===== src/rtl/truth_table_scanner.sv =====
// -----------------------------------------------------------------------------
// truth_table_scanner
//
// Sweeps {a,b,c} = 0..7 onto a 3-input combinational block, waits SETTLE
// cycles per row, samples the single-bit response and assembles the 8-row
// truth table. When the sweep finishes, the table is compared with EXPECTED.
//
// Parameters
//   SETTLE    cycles each combination is held before f is sampled (1..255)
//   EXPECTED  reference truth table, bit i = f for {a,b,c} = i
//
// Ports
//   clk_i     clock, all state changes on the rising edge
//   rst_i     synchronous active-high reset
//   start_i   scan request, honoured only while idle (not queued)
//   abc_o     combination driven to the block under test, {a,b,c}
//   f_i       response of the block under test
//   busy_o    high while a scan is in progress
//   done_o    one-cycle pulse after the last row has been sampled
//   table_o   captured truth table, bit i = f sampled for abc = i
//   match_o   table_o == EXPECTED, valid from the done cycle onward
//   state_o   current FSM state (debug visibility)
//
// Handshake: start_i is a level request sampled on each rising edge; a scan
// begins only on an edge where start_i=1 and the FSM is idle. busy_o/done_o
// report progress; there is no back-pressure.
// -----------------------------------------------------------------------------
module truth_table_scanner #(
    parameter int unsigned SETTLE   = 1,
    parameter logic [7:0]  EXPECTED = 8'h70
) (
    input  logic       clk_i,
    input  logic       rst_i,
    input  logic       start_i,
    output logic [2:0] abc_o,
    input  logic       f_i,
    output logic       busy_o,
    output logic       done_o,
    output logic [7:0] table_o,
    output logic       match_o,
    output logic [1:0] state_o
);

    typedef enum logic [1:0] {
        IDLE = 2'd0,
        SCAN = 2'd1,
        DONE = 2'd2
    } state_t;

    // Terminal settle count: the sample is taken on the edge where the
    // counter has already spent SETTLE cycles on the current row.
    localparam logic [7:0] SETTLE_LAST = 8'(SETTLE - 1);

    state_t     state_q, state_d;
    logic [2:0] idx_q,   idx_d;
    logic [7:0] cnt_q,   cnt_d;
    logic [7:0] table_q, table_d;
    logic       match_q, match_d;

    always_ff @(posedge clk_i) begin
        if (rst_i) begin
            state_q <= IDLE;
            idx_q   <= 3'd0;
            cnt_q   <= 8'd0;
            table_q <= 8'h00;
            match_q <= 1'b0;
        end else begin
            state_q <= state_d;
            idx_q   <= idx_d;
            cnt_q   <= cnt_d;
            table_q <= table_d;
            match_q <= match_d;
        end
    end

    always_comb begin
        state_d = state_q;
        idx_d   = idx_q;
        cnt_d   = cnt_q;
        table_d = table_q;
        match_d = match_q;

        case (state_q)
            IDLE: begin
                if (start_i) begin
                    state_d = SCAN;
                    idx_d   = 3'd0;
                    cnt_d   = 8'd0;
                    table_d = 8'h00;
                    match_d = 1'b0;
                end
            end
            SCAN: begin
                if (cnt_q == SETTLE_LAST) begin
                    cnt_d          = 8'd0;
                    table_d[idx_q] = f_i;
                    if (idx_q == 3'd7) begin
                        state_d = DONE;
                        // Compare against the table including the row that
                        // is being captured on this very edge.
                        match_d = (table_d == EXPECTED);
                    end else begin
                        idx_d = idx_q + 3'd1;
                    end
                end else begin
                    cnt_d = cnt_q + 8'd1;
                end
            end
            DONE: begin
                state_d = IDLE;
            end
            default: begin
                state_d = IDLE;
            end
        endcase
    end

    // Outside a scan the block under test always sees {a,b,c} = 0.
    assign abc_o   = (state_q == SCAN) ? idx_q : 3'd0;
    assign busy_o  = (state_q == SCAN);
    assign done_o  = (state_q == DONE);
    assign table_o = table_q;
    assign match_o = match_q;
    assign state_o = state_q;

endmodule


===== config.mk =====
export PLATFORM = sky130hd
export DESIGN_NAME = truth_table_scanner
export DESIGN_NICKNAME = d
export VERILOG_FILES = /design/src/rtl/truth_table_scanner.sv
export SDC_FILE = /design/constraint.sdc
export NUM_CORES = 1
export LEC_CHECK = 0
export ABC_AREA = 1
export BUFFER_PORTS_ARGS = -buffer_cell sky130_fd_sc_hd__buf_2
export CAP_MARGIN = 20
export CORE_MARGIN = 2
export CORE_UTILIZATION = 35
export CTS_CLUSTER_DIAMETER = 120
export DETAILED_ROUTE_END_ITERATION = 6
export HOLD_SLACK_MARGIN = 0.08
export PLACE_DENSITY = 0.55
export SLEW_MARGIN = 20
export SYNTH_ARGS = -nofsm -noshare
export SYNTH_HDL_FRONTEND = slang
export SYNTH_SLANG_ARGS = --single-unit

===== constraint.sdc =====
create_clock -name clk_i -period 1.5 [get_ports clk_i]
set_input_delay 0.375 -clock clk_i [delete_from_list [all_inputs] [get_ports clk_i]]
set_output_delay 0.375 -clock clk_i [all_outputs]
set_load 0.02 [all_outputs]

==> metrics.cfg <==
[yosys]
synth_edf_count = 0
synthCells = 178
synth_seq_cells = 22
yosysSeqAreaShare_pct = 36.70
syn_area_per_cell_um2 = 6.741
synth.largest_area_cell = dfxtp_1
synth.most_common_cell = nand2_1
yosys.cell_types.count = 23
synth_nets = 186
synthTopCellsByCount = nand2_1 (45), inv_1 (26), dfxtp_1 (22)
synth-async-reset-ratio_pct = 0
ys.warnings.count = 0
synth_area_um2 = 1200
yosys.area.top_type_share_pct = 36.70
synth_ff_type = dfxtp_1
synth_area_leaders = dfxtp_1 (37%), nand2_1 (14%), inv_1 (8.1%), nand3_1 (7.5%), nor2_1 (5.3%)

[clocking]
path_clk_slew_ns = 0.12
cts_tree = done
root_buffer = clkbuf_4
cts_sinks = 22
cts_htree_levels = 1
cts_buffer_depth = 2
cts_buffers = 3
clk_latency_ns = 0.31

[power]
leakagePower_nw = 0.7195
p_comb_share_pct = 27.9
switchingPower_mw = 0.4679
max-vdd-ir-drop_uv = 508.4
p_seq_share_pct = 41.7
swShare_pct = 30.98
internal_power_mw = 1.042
clock_power_share_pct = 30.4
power_density_nw_per_um2 = 944.3

[layout]
nNetsFinal = 222
area.sequential_um2 = 451.7
syn_to_final_growth_pct = 33.26
fin_area_um2 = 1599
antenna_cells = 0
drive_gt1_share_pct = 29.58
fin_cells = 259
multi_input_area_um2 = 681.9
fin_util_pct = 48.30
fillers = 344

[detailed_routing]
viasPerCell = 4.857
drc = 0
num_vias = 1258
wl_um = 2934
ant_nets = 0
drtIter0Drc = 48
first_pass_iters = 4
wl_per_cell_um = 11.33

[timing]
layout_setup_ws_ns = -0.003956
setup_viol = 1
period_minus_slack_ns = 1.504
max_freq_mhz = 664.9
tns_ns = -0.003956
finalHoldViolations = 0
rsz0062_at_grt = yes
hold_ws_ns = 0.3103
worst_pin_slew_ns = 0.2725
finalCritPeriodShare_pct = 100.3
fin_skew_ns = 0.008213
finalMaxSlewViolations = 0
slew_headroom_pct = 81.72

[critical_path]
critPathCaptureType = output pin
cp_slowest_cell = dfxtp_4
arrival_ns = 1.13
cp_common_cell = nor2_4
slowest_delay_ns = 0.38
crit_fanout = 4
start_kind = flop
cp_cell_sequence = nor2_4, inv_4, nor2_4, buf_6
worstPathRequired_ns = 1.12
crit_buf_inv = 2
cpLargestDelayFamily = flip-flops
path_class = reg -> out

[place]
placed_area_um2 = 1393
port_buffers = 19
dp_hpwl_um = 2113
place.gp.congestion = 0.8667
place_inst = 246

[global_route]
overflow = 0
antenna_found_initial = 0
grt_max_degree = 14
grt_pass1_vias = 1173
grt_pass1_wl_um = 4795
track_usage_pct = 14.92

[run_status]
violations = negative setup slack
status = finished, violations left

[floorplan]
die_h_um = 62.55
io_pins = 20
core_area_um2 = 3311
core.rowCount = 21
die_x_um = 62.55
start_util_pct = 36.24
die_area_um2 = 3913

[hold_path]
min_path_type = in -> reg

[run]
drv_cap = 0

## per-layer routing
metal | share of wire [%] | vias to the layer above | track usage, %
met5 | 0 | - | 0
met2 | 49 | 22 | 25.40
met4 | 1.6 | 0 | 7.222
met3 | 3.2 | 6 | 2.342
met1 | 47 | 579 | 18.28
li1 | - | 651 | -
## cell type report
cell class,count,share of cell area [%]
clock buffer,3,1.408
clock inverter,1,1.878
inverter,28,6.964
multi-input combinational,124,42.64
sequential,22,28.25
tap,46,3.599
timing repair buffer,35,15.26
## kinds of logic after synthesis
logic type | synth area share (%)
buffers and inverters | 10.43
XOR/XNOR | 1.460
AO/OA/AOI/OAI | 9.697
adder cells (fa/ha/maj) | 4.171
flip-flops | 36.70
AND/OR/NAND/NOR | 37.54
## cells in the final DEF (no fill, tap or decap), drive strengths merged
| cell | count |
|---|---|
| nand2 | 46 |
| buf | 35 |
| inv | 26 |
| dfxtp | 22 |
| nor2 | 21 |
| nand3 | 19 |
| a21oi | 8 |
| nand4 | 8 |
| o22ai | 5 |
| o21ai | 4 |
| ha | 4 |
| clkbuf | 3 |
| nor3 | 3 |
| a22oi | 2 |
| xor2 | 2 |
| clkinv | 1 |
| clkinvlp | 1 |
| nor4 | 1 |
| a32o | 1 |
| bufinv | 1 |
## flip-flops by register name, indices dropped and copies added, names as in the netlist
register,flops
cnt_q,8
idx_q,3
match_o,1
state_o,2
table_o,8
## power by group through the flow
stage | clock (mW) | sequential, mW | combinational [mW]
CTS | 0.474 | 0.629 | 0.397
finish | 0.459 | 0.629 | 0.422
floorplan | 0 | 0.642 | 0.232
detailed placement | 0 | 0.638 | 0.331
global route | 0.501 | 0.634 | 0.464
global placement | 0 | 0.637 | 0.329
## stage by stage
stage / setup slack, ns / power [mW]
3_5_place_dp: 0.04070 / 0.9687
3_3_place_gp: 0.07443 / 0.9664
2_1_floorplan: -0.03373 / 0.8742
4_1_cts: -0.01283 / 1.500
6_report: -0.003956 / 1.510
5_1_grt: -0.07012 / 1.599
## worst register-to-register path, delay by kind of cell (launching register included)
family	cells	cell delay [ns]
flip-flops	1	0.36
AND/OR/NAND/NOR	6	0.47
buffers and inverters	3	0.39
AO/OA/AOI/OAI	1	0.12
## timing repair
action	4_1_cts	5_1_grt
endpoints found under the setup margin	5	23
hold buffers	0	0
pin swaps	1	3
resized for setup	21	9
buffers inserted	6	3
## path summary, 6_finish.rpt
check                                 from        to  slack [ns]  cells past startpoint
worst max-delay path            state_o[1]  abc_o[0]      -0.004                      4
worst max register to register    idx_q[0]   match_o        0.10                     10
worst min register to register     match_o   match_o        0.49                      2
worst min-delay path                 rst_i  cnt_q[6]        0.31                      2
(Power assumes the default switching activity.)
